[src/rtl/icpit_svc_pkg.sv]
// Shared types, default register map and priority encoder for the ICPIT IRQ servicer.
package icpit_svc_pkg;

   typedef enum logic [2:0] {
      StIdle,
      StRdSetup,
      StRdAccess,
      StDeliver,
      StClrSetup,
      StClrAccess,
      StKickSetup,
      StKickAccess
   } svc_state_e;

   localparam logic [7:0]  DefStatusAddr = 8'h00;
   localparam logic [7:0]  DefClearAddr  = 8'h04;
   localparam logic [7:0]  DefWdogAddr   = 8'h10;
   localparam logic [31:0] DefWdogKey    = 32'h0000_A5A5;

   // Index of the lowest set bit; bit 0 is the highest-priority source.
   function automatic logic [2:0] prio_enc(input logic [7:0] req);
      logic [2:0] idx;
      idx = 3'd0;
      for (int i = 7; i >= 0; i--) begin
         if (req[i]) idx = 3'(i);
      end
      return idx;
   endfunction

endpackage

[src/rtl/icpit_kick_timer.sv]
// Free-running watchdog kick timer: raises a sticky pending flag every Period cycles.
module icpit_kick_timer #(
   parameter int unsigned Period = 1000
) (
   input  logic clk_i,
   input  logic rst_ni,
   input  logic clr_i,
   output logic pending_o
);

   localparam int unsigned    CntW   = $clog2(Period);
   localparam logic [CntW-1:0] Reload = CntW'(Period - 1);

   logic [CntW-1:0] cnt_q, cnt_d;
   logic            pending_q, pending_d;
   logic            expire;

   // Count down, reload at zero; an expiry while already pending is absorbed.
   always_comb begin
      expire    = (cnt_q == '0);
      cnt_d     = expire ? Reload : cnt_q - CntW'(1);
      pending_d = expire | (pending_q & ~clr_i);
   end

   // Counter and pending flag state.
   always_ff @(posedge clk_i or negedge rst_ni) begin
      if (!rst_ni) begin
         cnt_q     <= Reload;
         pending_q <= 1'b0;
      end else begin
         cnt_q     <= cnt_d;
         pending_q <= pending_d;
      end
   end

   assign pending_o = pending_q;

endmodule

[src/rtl/icpit_irq_servicer.sv]
// APB master that services ICPIT interrupts for a local consumer and kicks the watchdog.
module icpit_irq_servicer
   import icpit_svc_pkg::*;
#(
   parameter int unsigned        ADDR_W      = 8,
   parameter logic [ADDR_W-1:0]  STATUS_ADDR = ADDR_W'(DefStatusAddr),
   parameter logic [ADDR_W-1:0]  CLEAR_ADDR  = ADDR_W'(DefClearAddr),
   parameter logic [ADDR_W-1:0]  WDOG_ADDR   = ADDR_W'(DefWdogAddr),
   parameter logic [31:0]        WDOG_KEY    = DefWdogKey,
   parameter int unsigned        KICK_PERIOD = 1000
) (
   input  logic              PCLK,
   input  logic              PRESETN,
   output logic [ADDR_W-1:0] PADDR,
   output logic              PSEL,
   output logic              PENABLE,
   output logic              PWRITE,
   output logic [31:0]       PWDATA,
   input  logic [31:0]       PRDATA,
   input  logic              PREADY,
   input  logic              IRQ,
   input  logic              WDOG,
   output logic              irq_valid,
   output logic [2:0]        irq_id,
   input  logic              irq_ack,
   output logic [7:0]        spurious_cnt,
   output logic              wdog_fired
);

   svc_state_e state_q, state_d;
   logic [2:0] irq_id_q, irq_id_d;
   logic [7:0] spurious_q, spurious_d;
   logic       wdog_fired_q;
   logic       kick_pending, kick_clr;
   logic [7:0] status;
   logic       rd_done;
   logic       unused_prdata;

   assign status        = PRDATA[7:0];
   assign unused_prdata = ^PRDATA[31:8];
   assign rd_done       = (state_q == StRdAccess) && PREADY;
   assign kick_clr      = (state_q == StKickAccess) && PREADY;

   icpit_kick_timer #(
      .Period (KICK_PERIOD)
   ) u_kick_timer (
      .clk_i     (PCLK),
      .rst_ni    (PRESETN),
      .clr_i     (kick_clr),
      .pending_o (kick_pending)
   );

   // State register; outputs decode from it, so reset drops PSEL/PENABLE at once.
   always_ff @(posedge PCLK or negedge PRESETN) begin
      if (!PRESETN) begin
         state_q <= StIdle;
      end else begin
         state_q <= state_d;
      end
   end

   // Next-state logic; kicks win arbitration in IDLE and are never started mid-transfer.
   always_comb begin
      state_d = state_q;
      unique case (state_q)
         StIdle: begin
            if (kick_pending)  state_d = StKickSetup;
            else if (IRQ)      state_d = StRdSetup;
         end
         StRdSetup:    state_d = StRdAccess;
         StRdAccess:   if (PREADY) state_d = (status != '0) ? StDeliver : StIdle;
         StDeliver:    if (irq_ack) state_d = StClrSetup;
         StClrSetup:   state_d = StClrAccess;
         StClrAccess:  if (PREADY) state_d = StIdle;
         StKickSetup:  state_d = StKickAccess;
         StKickAccess: if (PREADY) state_d = StIdle;
         default:      state_d = StIdle;
      endcase
   end

   // Source index and spurious counter update on read completion.
   always_comb begin
      irq_id_d   = irq_id_q;
      spurious_d = spurious_q;
      if (rd_done) begin
         if (status != '0) begin
            irq_id_d = prio_enc(status);
         end else if (spurious_q != 8'hFF) begin
            spurious_d = spurious_q + 8'd1;
         end
      end
   end

   // Datapath registers and sticky watchdog flag.
   always_ff @(posedge PCLK or negedge PRESETN) begin
      if (!PRESETN) begin
         irq_id_q     <= 3'd0;
         spurious_q   <= 8'd0;
         wdog_fired_q <= 1'b0;
      end else begin
         irq_id_q     <= irq_id_d;
         spurious_q   <= spurious_d;
         wdog_fired_q <= wdog_fired_q | WDOG;
      end
   end

   // APB and consumer outputs; address and data are pure functions of state, hence stable.
   always_comb begin
      PSEL      = 1'b0;
      PENABLE   = 1'b0;
      PWRITE    = 1'b0;
      PADDR     = '0;
      PWDATA    = '0;
      irq_valid = 1'b0;
      unique case (state_q)
         StRdSetup, StRdAccess: begin
            PSEL    = 1'b1;
            PENABLE = (state_q == StRdAccess);
            PADDR   = STATUS_ADDR;
         end
         StDeliver: irq_valid = 1'b1;
         StClrSetup, StClrAccess: begin
            PSEL    = 1'b1;
            PENABLE = (state_q == StClrAccess);
            PWRITE  = 1'b1;
            PADDR   = CLEAR_ADDR;
            PWDATA  = 32'd1 << irq_id_q;
         end
         StKickSetup, StKickAccess: begin
            PSEL    = 1'b1;
            PENABLE = (state_q == StKickAccess);
            PWRITE  = 1'b1;
            PADDR   = WDOG_ADDR;
            PWDATA  = WDOG_KEY;
         end
         default: ;
      endcase
   end

   assign irq_id       = irq_id_q;
   assign spurious_cnt = spurious_q;
   assign wdog_fired   = wdog_fired_q;

endmodule

[config.mk]
export PLATFORM = sky130hd
export DESIGN_NAME = icpit_irq_servicer
export DESIGN_NICKNAME = d
export VERILOG_FILES = /design/src/rtl/icpit_svc_pkg.sv /design/src/rtl/icpit_kick_timer.sv /design/src/rtl/icpit_irq_servicer.sv
export SDC_FILE = /design/constraint.sdc
export NUM_CORES = 1
export LEC_CHECK = 0
export CORE_MARGIN = 4
export CORE_UTILIZATION = 37
export DETAILED_ROUTE_END_ITERATION = 8
export DONT_BUFFER_PORTS = 1
export PLACE_DENSITY = 0.56
export SETUP_SLACK_MARGIN = 0.5
export SKIP_CTS_REPAIR_TIMING = 1
export SLEW_MARGIN = 20
export SYNTH_ARGS = -nofsm -noshare
export SYNTH_HDL_FRONTEND = slang
export SYNTH_SLANG_ARGS = --single-unit
export TNS_END_PERCENT = 10
[constraint.sdc]
create_clock -name PCLK -period 3.2 [get_ports PCLK]
set_input_delay 0.48 -clock PCLK [delete_from_list [all_inputs] [get_ports PCLK]]
set_output_delay 0.48 -clock PCLK [all_outputs]
set_load 0.1 [all_outputs]
==> summary.md, run 1 <==
| Metric | Value |
|---|---|
| Num CTS Buffers | `3` |
| H-Tree Depth | `1` |
| Starting density of the core | `0.383` |
| Setup Skew | `0.00532 ns` |
| Cell count after synthesis | `183` |
| Synth-to-Final Area Change | `14.8%` |
| Tcrit/Tclk final | `0.753` |
| Starting DRT DRC Count | `92` |
| Max-slew headroom | `0.364` |
| CP Max Fanout | `14` |
| Hold WC Path Type | `in -> async` |
| Largest net degree at the start of global routing | `27` |
| Drt via density | `4.83` |
| Status | `completed` |
| Wire per inst | `12.7 um` |
| DRC Markers | `0` |
| RSZ-0062 raised after global routing | `false` |
| Die X | `75.2 um` |
| Syn_area_per_cell | `9.12 sq um` |
| Drt pass-1 iters | `4` |
| Final hold violations | `0` |
| First-pass GRT wire length | `5220 um` |
| Post-DP HPWL | `2470 um` |
| Max stage delay on crit path | `0.59 ns` |
| Synth area leader | `dfrtp_1` |
| Synth area leaders | `dfrtp_1 27%, buf_4 13%, dfstp_2 13%` |
| Final core occ | `0.440` |
| RePlAce Congestion | `0.742` |
| TNS Setup | `0 ns` |
| Crit path required time | `2.72 ns` |
| CP Cell Sequence | `buf_4, and2_4, buf_12` |
| Layout cell share with drive strength beyond 1 | `0.279` |
| Clock buffer depth | `2` |
| Slew @ Worst Pin | `0.954 ns` |
| Clk sinks | `26` |
| CP Class | `reg -> out` |
| Fill count | `440` |
| Die area | `0.00565 sq mm` |
| Number of flops mapped to enable cells by yosys | `0` |
| ANT nets after route | `0` |
| Synth cell types | `43` |
| Synth async-reset ratio | `1.00` |
| Slew Viols, Final | `0` |
| Share of the synthesized area in the top cell type | `0.270` |
| Via Count | `1221` |
| Minimum clock period | `2.41 ns` |
| Netlist Area Pre-Place | `0.00167 sq mm` |
| Final Net Count | `242` |
| Row cnt | `24` |
| Top-count cell post-synth | `buf_4` |
| Ant diodes | `0` |
| Top_reg_cell synth | `dfrtp_1` |
| Total congestion overflow | `0` |
| Maxcap violations | `0` |
| Setup crit end kind | `output port` |
| Crit path launch type | `register` |
| Synthesized flop and latch total | `26` |
| Number of global-route vias before repair | `1075` |
| CTS tree | `done` |
| CTS root buf | `clkbuf_8` |
| Slowest stage cell, crit path | `dfrtp_1` |
| Final Setup Violations | `0` |
| Core Box Area | `0.00435 sq mm` |
| WP data arrival | `1.93 ns` |
| Clk pin slew, worst setup/hold paths | `0.10 ns` |
| Initial antenna violation count | `0` |
| Final WL | `3220 um` |
| Clock Latency Late Sink | `0.27 ns` |
| Top cells by count, synth | `30 x buf_4, 18 x dfrtp_1, 17 x nand2_1, 12 x nor2_1` |
| Seq/Total Area, Yosys | `0.396` |
| Port bufs | `0` |
| Aggregate global-route resource usage | `0.119` |
| Syn. warnings | `0` |
| Io pins | `94` |
| Die height | `75.2 um` |
| Fmax | `0.415 GHz` |
sequential cells by signal (all words and copies together), names as in the netlist:
name,cells
spurious_cnt,8
irq_id,3
state_q,3
u_kick_timer.pending_o,1
u_kick_timer.cnt_q,10
wdog_fired,1
worst max-delay path, delay by kind of cell (launching register included):
kind | cells | cell delay, ns
buffers and inverters | 2 | 0.84
AND/OR/NAND/NOR | 1 | 0.21
flip-flops | 1 | 0.59
routing by layer:
layer  GRT usage  part of all wire  up-vias
li1            -                 -      618
met1       0.161              0.43      555
met2       0.178              0.48       42
met3      0.0414             0.074        6
met4      0.0388             0.018        0
met5           0                 0        -
kinds of logic after synthesis:
kind of cell    share of synthesized area
other cells                       0.00225
flops                               0.396
simple gates                        0.252
buf+inv                             0.160
xor+xnor                           0.0622
fa+ha+maj                          0.0150
compound gates                     0.0989
mux                                0.0135
cell type report:
cell class              instances  area, sq um  share of cell area
repair buffers                 24          220               0.115
flip-flops and latches         26          661               0.345
inverters                       6         22.5              0.0117
multi-input cells             141          877               0.458
clock inverters                 1         30.0              0.0157
well taps                      52         65.1              0.0339
clock buffers                   3         41.3              0.0215
worst paths after layout:
check / end / cells after the start / slack [ns] / from
hold / removal: u_kick_timer.cnt_q[1] / 0 / 0.04 / PRESETN
max in group asynchronous: state_q[2] / 1 / 1.95 / PRESETN
setup / recovery: PADDR[4] / 3 / 0.79 / state_q[2]
min in group PCLK: irq_id[1] / 1 / 0.30 / PRDATA[1]
setup reg to reg: spurious_cnt[1] / 4 / 1.23 / spurious_cnt[6]
hold reg to reg: u_kick_timer.cnt_q[0] / 1 / 0.49 / u_kick_timer.cnt_q[0]
cell usage in the layout (no fill, tap or decap), types with 4 or more instances in the layout:
cell type | Yosys | layout
conb_1 | 1 | 26
buf_4 | 30 | 20
dfrtp_1 | 18 | 18
nand2_1 | 17 | 17
nor2_1 | 12 | 9
a21oi_1 | 9 | 9
dfstp_2 | 8 | 8
xor2_1 | 7 | 7
nor3_1 | 9 | 7
inv_1 | 6 | 6
nor4_1 | 6 | 6
nand2b_1 | 6 | 6
nor2_2 | 1 | 4
per-stage QoR:
step / area, sq um / std cells / setup WS [ns] / hold WS, ns
finish: 1920 / 253 / 0.790 / 0.0371
global route: 1920 / 253 / 0.706 / 0.0113
CTS: 1910 / 252 / 0.779 / -0.121
detailed placement: 1840 / 248 / 1.09 / 0.186
global placement: 1840 / 248 / 1.09 / 0.186
floorplan: 1780 / 208 / 0.0395 / 0.184
Power of run 1 is left out: the tool's default activity adds up to more than one toggle a clock period on the data nets, which glitch-free logic cannot reach.
==> run 2, diff against run 1 <==
--- a/config.mk
+++ b/config.mk
@@ -5,6 +5,7 @@
 export SDC_FILE = /design/constraint.sdc
 export NUM_CORES = 1
 export LEC_CHECK = 0
+export ABC_AREA = 1
 export CORE_MARGIN = 4
 export CORE_UTILIZATION = 37
 export DETAILED_ROUTE_END_ITERATION = 8
==> constraint.sdc (replaced) <==
create_clock -name PCLK -period 2.43 [get_ports PCLK]
set_input_delay 0.3645 -clock PCLK [delete_from_list [all_inputs] [get_ports PCLK]]
set_output_delay 0.3645 -clock PCLK [all_outputs]
set_load 0.1 [all_outputs]
==> run 2 against run 1 <==
Against the previous run: synthesized cell count grew 38%; die area up 9.5%; clock skew decreased by 0.0025 ns; largest cell class unchanged; utilization grew 5.2 points; global-route usage is 0.13 points lower; cell count is 35% higher; sequential cell count unchanged.
==> summary.md, run 2 <==
| Metric | Value |
|---|---|
| Status | `completed` |
| Final Setup Violations | `0` |
| Die X | `78.7 um` |
| Routing usage on met1 | `0.142` |
| PwrDens | `1380 mW/mm^2` |
| CTS root buf | `clkbuf_8` |
| Syn_area_per_cell | `7.30 sq um` |
| Clock Latency Late Sink | `0.26 ns` |
| Non-filler cells, final | `342` |
| RePlAce Congestion | `0.785` |
| Global route hottest layer | `met2` |
| Largest net degree at the start of global routing | `27` |
| Register-to-Register Path Depth | `7` |
| Hold Startpoint | `WDOG` |
| Maxcap violations | `0` |
| Die area | `0.00619 sq mm` |
| Most common cell after layout, fill and taps aside | `nand2_1` |
| Reg2reg start | `state_q[2]` |
| Cell count after synthesis | `253` |
| M3 GR Usage | `0.0310` |
| Setup Skew | `0.00285 ns` |
| Setup crit end kind | `output port` |
| RSZ-0062 raised after global routing | `true` |
| ANT nets after route | `0` |
| H-Tree Depth | `1` |
| Post-Place Cells | `335` |
| Synth-to-Final Area Change | `27.5%` |
| Top-count cell post-synth | `nand2_1` |
| Synth area leader | `dfrtp_1` |
| Slew @ Worst Pin | `0.894 ns` |
| Post-DP HPWL | `2820 um` |
| TNS Setup | `0 ns` |
| Number of flops mapped to enable cells by yosys | `0` |
| Drt pass-1 iters | `4` |
| Commonest non-fill, non-tap cells in the layout | `73 x nand2_1, 27 x inv_1, 26 x conb_1` |
| Final WL | `3500 um` |
| First-pass GRT wire length | `6090 um` |
| Via Count | `1484` |
| Tcrit/Tclk final | `0.862` |
| Synthesized flop and latch total | `26` |
| WHS Endpoint | `wdog_fired` |
| Core Box Area | `0.00479 sq mm` |
| Leakage | `0.00122 uW` |
| Clk pin slew, worst setup/hold paths | `0.09 ns` |
| Top cells by count, synth | `75 x nand2_1, 31 x buf_4, 31 x inv_1, 18 x dfrtp_1, 18 x nor2_1` |
| Hold WC Path Type | `in -> reg` |
| Io pins | `94` |
| R2R Setup Slk | `0.76 ns` |
| Crit path required time | `2.07 ns` |
| Slew Viols, Final | `0` |
| Row cnt | `25` |
| Final Net Count | `316` |
| Ant diodes | `0` |
| CP startpoint | `irq_id[2]` |
| WP data arrival | `1.73 ns` |
| Crit path launch type | `register` |
| Wire per inst | `10.2 um` |
| Worst VDD drop | `0.000927 V` |
| Number of global-route vias before repair | `1461` |
| Global Route met2 Usage | `0.205` |
| Seq/Total Area, Yosys | `0.358` |
| Die height | `78.7 um` |
| CTS tree | `done` |
| Share of the synthesized area in the top cell type | `0.244` |
| Most flop-heavy register | `u_kick_timer.cnt_q` |
| Starting density of the core | `0.386` |
| Netlist Area Pre-Place | `0.00185 sq mm` |
| Final hold violations | `0` |
| Starting DRT DRC Count | `32` |
| CP Class | `reg -> out` |
| Total congestion overflow | `0` |
| Port bufs | `0` |
| Synth cell types | `29` |
| DRC Markers | `0` |
| Synth async-reset ratio | `1.00` |
| CP Max Fanout | `6` |
| Clock buffer depth | `2` |
| WHS Path Cells | `1` |
| Largest register FFs | `10` |
| Top_reg_cell synth | `dfrtp_1` |
| Num CTS Buffers | `3` |
| Layout cell share with drive strength beyond 1 | `0.269` |
| RR Endpoint | `state_q[2]` |
| Clk sinks | `26` |
| Initial antenna violation count | `0` |
| Drt via density | `4.34` |
| Aggregate global-route resource usage | `0.118` |
| Max-slew headroom | `0.404` |
| Syn. warnings | `0` |
| Synth area leaders | `dfrtp_1 24%, nand2_1 15%, buf_4 13%` |
| Fmax | `0.477 GHz` |
| Minimum clock period | `2.10 ns` |
==> run 2: power breakdown <==
| group | switching [uW] | leakage, uW | internal, uW |
|---|---|---|---|
| clock | 131 | 0.0000357 | 220 |
| combinational | 1580 | 0.000870 | 548 |
| sequential | 269 | 0.000311 | 503 |
==> run 2: critical path, cell delays in order, from the launching register on <==
cell	delay, ns
dfrtp_4	0.71
clkinvlp_4	0.17
buf_6	0.16
o31ai_4	0.21
buf_12	0.21
==> run 2: layer usage <==
layer | vias up | share of wire
met3 | 2 | 0.083
li1 | 773 | -
met1 | 665 | 0.43
met2 | 44 | 0.48
met4 | 0 | 0.0054
met5 | - | 0
==> run 2: cells by family (layout without fill, tap and decap cells) <==
group,Yosys count,in the layout,share of synthesized area
AND/OR/NAND/NOR,133,133,0.338
adder cells (fa/ha/maj),2,2,0.0135
buffers and inverters,69,66,0.203
other,1,26,0.00203
XOR/XNOR,7,7,0.0332
flip-flops,26,26,0.358
AO/OA/AOI/OAI,15,15,0.0522
==> run 2: layout make-up <==
| class | count | area, sq um |
|---|---|---|
| Inverter | 37 | 145 |
| Multi-Input combinational cell | 183 | 1020 |
| Timing Repair Buffer | 25 | 364 |
| Tap cell | 67 | 83.8 |
| Clock inverter | 1 | 30.0 |
| Sequential cell | 26 | 672 |
| Clock buffer | 3 | 41.3 |
| Fill cell | 472 | 2430 |
==> run 2: how the worst max path moves through the flow <==
stage | endpoint | depth (start not counted)
floorplan | PSEL | 2
global placement | PWDATA[7] | 3
detailed placement | PWDATA[7] | 3
CTS | PWDATA[7] | 3
global route | PWDATA[7] | 4
finish | PWDATA[7] | 4
==> run 2: metrics by stage <==
step                total power, uW  hold slack (ns)  instance area [sq um]   util  worst slack, ns
finish                         3250            0.204                   2350  0.492            0.335
global placement               2870           0.0695                   2230  0.466            0.573
global route                   3410            0.193                   2350  0.492            0.264
floorplan                      2430           0.0689                   2060      -            0.165
detailed placement             2880           0.0698                   2230  0.466            0.564
CTS                            3240           -0.230                   2300  0.481            0.255
(Power assumes the default switching activity.)
==> run 3, diff against run 2 <==
--- a/config.mk
+++ b/config.mk
@@ -16,5 +16,6 @@
 export SLEW_MARGIN = 20
 export SYNTH_ARGS = -nofsm -noshare
 export SYNTH_HDL_FRONTEND = slang
+export SYNTH_HIERARCHICAL = 1
 export SYNTH_SLANG_ARGS = --single-unit
 export TNS_END_PERCENT = 10
==> run 3 against run 2 <==
Against the previous run: clock power fell by 28%; first-iteration DRC count up 56%; combinational power is 15% lower; total power fell by 13%; final area is 1.2% lower; routed wire length up 3.1%; maximum frequency fell by 2.1%.
==> summary.md, run 3 <==
| Metric | Value |
|---|---|
| Largest net degree at the start of global routing | `27` |
| Top cells by count, synth | `85 x nand2_1, 31 x inv_1, 30 x buf_4, 20 x nor2_1, 18 x dfrtp_1` |
| Crit path launch type | `register` |
| Hold Worst Slack | `0.202 ns` |
| ANT nets after route | `0` |
| Core Box Area | `0.00479 sq mm` |
| Leakage | `0.00121 uW` |
| Top_reg_cell synth | `dfrtp_1` |
| Fmax | `0.467 GHz` |
| Non-filler cells, final | `347` |
| Via Count | `1471` |
| Worst path top cell family by delay | `flip-flops` |
| CP Class | `reg -> out` |
| Seq pwr share | `0.274` |
| CP Cell Sequence | `inv_1, nor4_4, buf_12` |
| Die area | `0.00621 sq mm` |
| Crit path required time | `2.07 ns` |
| Drt pass-1 iters | `4` |
| Final WL | `3610 um` |
| Synth cell types | `32` |
| Switch Pwr | `1760 uW` |
| Total congestion overflow | `0` |
| Fill count | `476` |
| CP Max Fanout | `7` |
| Clock Power Share | `0.089` |
| Commonest non-fill, non-tap cells in the layout | `84 x nand2_1, 30 x inv_1, 26 x conb_1` |
| Die X | `78.8 um` |
| Number of global-route vias before repair | `1379` |
| Largest register FFs | `10` |
| Die height | `78.8 um` |
| Synth-to-Final Area Change | `25.5%` |
| Syn_area_per_cell | `7.19 sq um` |
| Most flop-heavy register | `u_kick_timer/cnt_q` |
| Minimum clock period | `2.14 ns` |
| Logic pwr share | `0.637` |
| Slowest stage cell, crit path | `dfrtp_4` |
| Max-slew headroom | `0.405` |
| CTS tree | `done` |
| Clk sinks | `26` |
| Maxcap violations | `0` |
| Seq/Total Area, Yosys | `0.356` |
| H-Tree Depth | `1` |
| Synth async-reset ratio | `1.00` |
| Worst path bufs/invs | `2` |
| Slew @ Worst Pin | `0.893 ns` |
| Number of flops mapped to enable cells by yosys | `0` |
| Synth area leader | `dfrtp_1` |
| Setup crit end kind | `output port` |
| RSZ-0062 raised after global routing | `true` |
| Hold WC Path Type | `in -> reg` |
| Wire per inst | `10.4 um` |
| Post-DP HPWL | `2830 um` |
| WP data arrival | `1.77 ns` |
| Synth area leaders | `dfrtp_1 24%, nand2_1 17%, buf_4 12%` |
| Max stage delay on crit path | `0.70 ns` |
| First-pass GRT wire length | `6130 um` |
| Slew Viols, Final | `0` |
| Setup Skew | `0.00574 ns` |
| Most common cell after layout, fill and taps aside | `nand2_1` |
| Tcrit/Tclk final | `0.880` |
| Num CTS Buffers | `3` |
| Final hold violations | `0` |
| Worst VDD drop | `0.000676 V` |
| Cell count after synthesis | `258` |
| Top-count cell post-synth | `nand2_1` |
| Clock Latency Late Sink | `0.27 ns` |
| RePlAce Congestion | `0.799` |
| PwrDens | `1220 mW/mm^2` |
| Initial antenna violation count | `0` |
| Aggregate global-route resource usage | `0.121` |
| Status | `completed` |
| Post-Place Cells | `341` |
| Drt via density | `4.24` |
| Starting DRT DRC Count | `50` |
| Syn. warnings | `6` |
| Synthesized flop and latch total | `26` |
| Netlist Area Pre-Place | `0.00185 sq mm` |
| TNS Setup | `0 ns` |
| Switching Fraction | `0.619` |
| Final core occ | `0.486` |
| Share of the synthesized area in the top cell type | `0.243` |
| Clk pin slew, worst setup/hold paths | `0.09 ns` |
| DRC Markers | `0` |
| CTS root buf | `clkbuf_8` |
| Final Setup Violations | `0` |
| Ant diodes | `0` |
| Starting density of the core | `0.387` |
| Port bufs | `0` |
| Layout cell share with drive strength beyond 1 | `0.236` |
| Io pins | `94` |
| Final Net Count | `321` |
| Clock buffer depth | `2` |
| Row cnt | `25` |
| Pint | `1080 uW` |
run 3: cell type report:
cell class	count	area, sq um	share of cell area
Clock buffer	4	45.0	0.0194
Sequential cell	26	673	0.289
Tap cell	67	83.8	0.0360
Multi-Input combinational cell	192	1040	0.448
Inverter	32	123	0.0527
Timing Repair Buffer	26	360	0.155
run 3: kinds of logic (layout without fill, tap and decap cells):
logic type,Yosys count,count (layout),share of synthesized area
buffers and inverters,65,62,0.193
xor gates and xnor gates,8,8,0.0378
DFF,26,26,0.356
AOI/OAI and AO/OA,14,14,0.0472
and+or+nand+nor,142,142,0.350
other,1,26,0.00202
adders and majority gates,2,2,0.0135
run 3: final timing paths:
path / start / end / slack (ns) / depth (start not counted)
max: irq_id[2] / PWDATA[6] / 0.29 / 3
min: WDOG / wdog_fired / 0.20 / 1
max reg2reg: state_q[0] / spurious_cnt[3] / 0.90 / 6
min reg2reg: u_kick_timer/cnt_q[0] / u_kick_timer/cnt_q[0] / 0.46 / 1
max in group asynchronous: PRESETN / u_kick_timer/cnt_q[6] / 1.66 / 2
min in group asynchronous: PRESETN / irq_id[2] / 0.54 / 2
run 3: worst register-to-register path, cell delays in order, from the launching register on:
cell and delay (ns):
dfrtp_1 0.45, inv_1 0.16, nand2_2 0.11, nor3_4 0.22, nand3_1 0.31, nand2_1 0.14, nand2_1 0.05
run 3: power groups by stage:
stage / logic, uW / clock network [uW] / registers, uW
after floorplan: 1450 / 0 / 769
after global placement: 1800 / 0 / 783
after CTS: 1810 / 267 / 775
final: 1810 / 253 / 778
after detailed placement: 1810 / 0 / 784
after global routing: 1890 / 284 / 792
run 3: metrics by stage:
step | total power, uW | setup WS (ns) | cell area (sq um)
finish | 2840 | 0.291 | 2330
global route | 2970 | 0.222 | 2330
CTS | 2850 | 0.256 | 2300
detailed placement | 2590 | 0.565 | 2250
global placement | 2580 | 0.595 | 2250
floorplan | 2220 | 0.0531 | 2080
run 3: routing by layer:
layer  share of wire  vias to the layer above  track usage  routed length [um]
met4          0.0083                        0       0.0420                  30
met2            0.47                       41        0.205                1680
met1            0.45                      644        0.153                1640
met3           0.071                        2       0.0238                 256
li1                -                      784            -                   -
met5               0                        -            0                   0
